==> src/rtl/gpu_text_scanout.sv <==
// ---------------------------------------------------------------------------
// gpu_text_scanout: streams a text framebuffer (4 cells per 64-bit word) to a
// character pipeline with valid/ready handshake.          Rev 1.0
// ---------------------------------------------------------------------------
`default_nettype none

module gpu_text_scanout #(
  parameter int          COLS    = 80,
  parameter int          ROWS    = 30,
  parameter logic [63:0] FB_BASE = 64'd0
) (
  input  logic        clock,
  input  logic        reset,
  input  logic        start,
  output logic [63:0] fb_address,
  input  logic [63:0] fb_data,
  output logic        fb_busy,
  output logic        char_valid,
  input  logic        char_ready,
  output logic [15:0] char_code,
  output logic [6:0]  char_col,
  output logic [4:0]  char_row,
  output logic        frame_done
);

  localparam logic [63:0] LAST_WORD = 64'(COLS * ROWS / 4 - 1);
  localparam logic [6:0]  LAST_COL  = 7'(COLS - 1);
  localparam logic [4:0]  LAST_ROW  = 5'(ROWS - 1);

  typedef enum logic [2:0] {
    IDLE    = 3'd0,
    ISSUE   = 3'd1,
    CAPTURE = 3'd2,
    DRAIN   = 3'd3,
    DONE    = 3'd4
  } state_t;

  state_t      state;
  state_t      state_next;
  logic [63:0] word_idx;
  logic [63:0] word_reg;
  logic [1:0]  lane;
  logic        handshake;

  assign fb_busy    = (state != IDLE);
  assign char_valid = (state == DRAIN);
  assign frame_done = (state == DONE);
  assign handshake  = char_valid & char_ready;
  assign char_code  = word_reg[{lane, 4'b0000} +: 16];

  always_ff @(posedge clock) begin
    if (reset) state <= IDLE;
    else       state <= state_next;
  end

  always_comb begin
    state_next = state;
    case (state)
      IDLE:    if (start) state_next = ISSUE;
      ISSUE:   state_next = CAPTURE;
      CAPTURE: state_next = DRAIN;
      DRAIN:   if (handshake && lane == 2'd3)
                 state_next = (word_idx == LAST_WORD) ? DONE : ISSUE;
      DONE:    state_next = IDLE;
      default: state_next = IDLE;
    endcase
  end

  // fb_address is loaded on entry to ISSUE so it is already valid during ISSUE
  // and simply holds in every other state.
  always_ff @(posedge clock) begin
    if (reset) begin
      word_idx   <= '0;
      word_reg   <= '0;
      lane       <= '0;
      char_col   <= '0;
      char_row   <= '0;
      fb_address <= '0;
    end else begin
      case (state)
        IDLE: if (start) begin
          word_idx   <= '0;
          lane       <= '0;
          char_col   <= '0;
          char_row   <= '0;
          fb_address <= FB_BASE;
        end
        CAPTURE: begin
          word_reg <= fb_data;
          lane     <= '0;
        end
        DRAIN: if (handshake) begin
          lane <= lane + 2'd1;
          if (char_col == LAST_COL) begin
            char_col <= '0;
            char_row <= (char_row == LAST_ROW) ? 5'd0 : char_row + 5'd1;
          end else begin
            char_col <= char_col + 7'd1;
          end
          if (lane == 2'd3 && word_idx != LAST_WORD) begin
            word_idx   <= word_idx + 64'd1;
            fb_address <= FB_BASE + word_idx + 64'd1;
          end
        end
        default: ;
      endcase
    end
  end

endmodule

`default_nettype wire

==> config.mk <==
export PLATFORM = sky130hd
export DESIGN_NAME = gpu_text_scanout
export DESIGN_NICKNAME = d
export VERILOG_FILES = /design/src/rtl/gpu_text_scanout.sv
export SDC_FILE = /design/constraint.sdc
export NUM_CORES = 1
export LEC_CHECK = 0
export BUFFER_PORTS_ARGS = -buffer_cell sky130_fd_sc_hd__buf_2
export CORE_MARGIN = 1
export CORE_UTILIZATION = 54
export CTS_CLUSTER_SIZE = 24
export DETAILED_ROUTE_END_ITERATION = 12
export PLACE_DENSITY = 0.83
export SETUP_SLACK_MARGIN = 0.2
export SLEW_MARGIN = 5
export SYNTH_ARGS = -nofsm -noshare
export SYNTH_HDL_FRONTEND = slang
export SYNTH_SLANG_ARGS = --single-unit
==> constraint.sdc <==
create_clock -name clock -period 3.8 [get_ports clock]
set_clock_uncertainty 0.05 [all_clocks]
set_input_delay 1.14 -clock clock [delete_from_list [all_inputs] [get_ports clock]]
set_output_delay 1.14 -clock clock [all_outputs]
set_load 0.1 [all_outputs]
==> results.sh <==
export IMPL_max_slew_margin_pct=21.2
export IMPL_design_core_area_sq_um=12700
export IMPL_wl_met2_mm=9.20
export IMPL_antenna_found_initial=1
export IMPL_dieHeight_microns=116
export IMPL_p_sw_share_pct=27.9
export IMPL_holdWs_ns=0.401
export IMPL_place_gp_congestion=0.923
export IMPL_async_flop_share_pct=0
export IMPL_max_freq_ghz=0.302
export IMPL_cts_inserted_buffers=17
export IMPL_endpoint="char_valid"
export IMPL_num_rows=41
export IMPL_met3_length_mm=1.85
export IMPL_cp_arrival_ns=2.12
export IMPL_ant_nets=0
export IMPL_die_width_microns=116
export IMPL_clk_pin_slew_ns=0.06
export IMPL_reg2reg_slack_ns=0.69
export IMPL_worstReg2RegEnd="word_idx[23]"
export IMPL_synth_cell_types=53
export IMPL_nets=1108
export IMPL_pwr_share_clk_pct=43.2
export IMPL_reg2reg_depth=7
export IMPL_num_vias=7382
export IMPL_synthCells=898
export IMPL_area_growth_pct=21.5
export IMPL_clk_latency_ns=0.43
export IMPL_grt_overflow_total=0
export IMPL_maxSlewViolCount=0
export IMPL_postCtsSetupRepairBufs=0
export IMPL_dieArea_sq_um=13500
export IMPL_drt_initial_drc_count=877
export IMPL_syn_avg_cell_area_sq_um=7.84
export IMPL_drt_pass1_iter_count=6
export IMPL_setup_worst_path_start_class="register"
export IMPL_portBuffers=162
export IMPL_finalSetupTns_ns=0
export IMPL_cp_startpoint="state[1]"
export IMPL_initial_core_util_pct=55.5
export IMPL_antenna_cells=0
export IMPL_grt_pass1_wl_mm=31.4
export IMPL_p_comb_share_pct=13.6
export IMPL_maxCapViolations=0
export IMPL_dpl_cell_count=1188
export IMPL_ys_warn_count=0
export IMPL_synth_flop_cell="dfxtp_1"
export IMPL_final_layout_size_suffix_gt1_share_pct=23.3
export IMPL_tritoncts="done"
export IMPL_total_leakage_power_uw=0.00334
export IMPL_root_buffer="clkbuf_16"
export IMPL_cts_hold_buf=0
export IMPL_hp_class="reg -> reg"
export IMPL_power_density_nw_per_um2=437
export IMPL_seq_power_share_pct=43.3
export IMPL_synth_seq_cells=145
export IMPL_worst_slew_pin_slew_ns=1.18
export IMPL_grtUsageTotal_pct=30.0
export IMPL_fin_cells=1220
export IMPL_grt_max_degree=87
export IMPL_cts_resized=0
export IMPL_grt_pass1_vias=6319
export IMPL_wirelength_mm=20.1
export IMPL_min_period_over_period_pct=87.1
export IMPL_setup_violations=0
export IMPL_dpl_hpwl_mm=13.6
export IMPL_finalCriticalPeriod_ns=3.31
export IMPL_top_layer_used="met5"
export IMPL_syn_num_nets=971
export IMPL_post_dp_cell_area_sq_um=7990
export IMPL_worstReg2RegStart="word_idx[33]"
export IMPL_synth_edf_count=0
export IMPL_status="finished, final reports clean"
export IMPL_met1_length_mm=8.59
export IMPL_clockBufferDepth=2
export IMPL_path_class="reg -> out"
export IMPL_design_area_sq_um=8550
export IMPL_grt_setup_unrepaired="no"
export IMPL_fin_util_pct=67.5
export IMPL_drcViolationCount=0
export IMPL_netlist_area_sq_um=7040
export IMPL_h_tree_depth=4
export IMPL_io_pins=163
export IMPL_final_hold_viol_count=0
export IMPL_drt_wirelength_per_cell_microns=16.5
export IMPL_cp_max_fo=13
export IMPL_clkSinkCount=145
export IMPL_intPower_uw=2700
export IMPL_max_vdd_ir_drop_mv=0.318
export IMPL_yosysSeqAreaShare_pct=41.3
export IMPL_end_kind="output port"
export IMPL_avgViaCountPerCell=6.05
export IMPL_netSwitchingPower_uw=1040
export IMPL_worst_ep_required_time_ns=2.61
[final cells by class]
cell class	count	area, sq um
repair buffers	185	983
clock buffers	22	454
fillers	1095	4120
well taps	172	215
inverters	14	52.6
flip-flops and latches	145	2900
clock inverters	10	111
multi-input cells	672	3830
[logic make-up after synthesis]
family                   count (synthesis)  synth area share (%)
adder cells (fa/ha/maj)                  5                 0.889
XOR/XNOR                                 5                 0.622
flip-flops                             145                  41.3
AO/OA/AOI/OAI                          238                  19.2
AND/OR/NAND/NOR                        407                  28.3
multiplexers                            17                  5.28
buffers and inverters                   81                  4.41
[cells in the final DEF (no fill, tap or decap), types with 4 or more instances in the layout]
master	synthesis	final
a21o_1	9	9
a21oi_1	115	115
a31oi_1	21	21
a41oi_1	5	5
and2_1	6	5
and3_1	10	10
and4_1	9	9
buf_2	2	162
buf_4	1	23
clkbuf_1	61	4
clkbuf_16	0	17
clkinv_2	0	4
dfxtp_1	145	145
ha_1	5	5
inv_1	14	14
mux4_2	16	16
nand2_1	170	169
nand2b_1	4	4
nand3_1	39	39
nand4_1	36	36
nor2_1	57	57
nor3_1	16	16
nor4_1	18	18
nor4b_1	4	4
o21ai_0	59	59
o31ai_1	7	7
o41ai_1	4	4
or3_1	14	14
or4_1	10	10
xor2_1	4	4
[worst max-delay path, cell delays in order (launching register included)]
cell	delay [ns]
dfxtp_1	0.51
nand3b_1	0.13
buf_4	0.19
inv_1	0.35
buf_2	0.51
[worst min-delay path by stage]
stage,start,endpoint,depth (start not counted)
5_1_grt,word_reg[18],word_reg[18],2
4_1_cts,word_reg[33],word_reg[33],2
6_report,word_reg[50],word_reg[50],2
3_3_place_gp,word_reg[56],word_reg[56],2
2_1_floorplan,word_reg[32],word_reg[32],2
3_5_place_dp,word_reg[33],word_reg[33],2
[synthesized netlist by cell type, types with 10 or more instances]
library cell    n  area (sq um)
nand2_1       170           638
dfxtp_1       145          2900
a21oi_1       115           576
clkbuf_1       61           229
o21ai_0        59           295
nor2_1         57           214
nand3_1        39           195
nand4_1        36           225
a31oi_1        21           131
nor4_1         18           113
mux4_2         16           360
nor3_1         16          80.1
inv_1          14          52.6
or3_1          14          87.6
and3_1         10          62.6
or4_1          10          75.1
[power by group through the flow]
stage               sequential (uW)  combinational [uW]  clock (uW)
floorplan                      1680                 352           0
global placement               1650                 499           0
detailed placement             1650                 504           0
CTS                            1620                 507        1630
global route                   1620                 548        1690
finish                         1620                 508        1610
[metal layers]
metal  track usage, %  up-vias
li1                 -     3545
met1             40.8     3390
met2             46.6      390
met3             6.69       55
met4             11.7        2
met5                0        -
[per-stage QoR]
step | total power [uW] | worst slack (ns)
4_1_cts | 3750 | 0.514
3_3_place_gp | 2150 | 0.649
6_report | 3740 | 0.490
3_5_place_dp | 2150 | 0.569
2_1_floorplan | 2040 | 0.354
5_1_grt | 3870 | 0.409
Power figures use the tool's default switching activity.
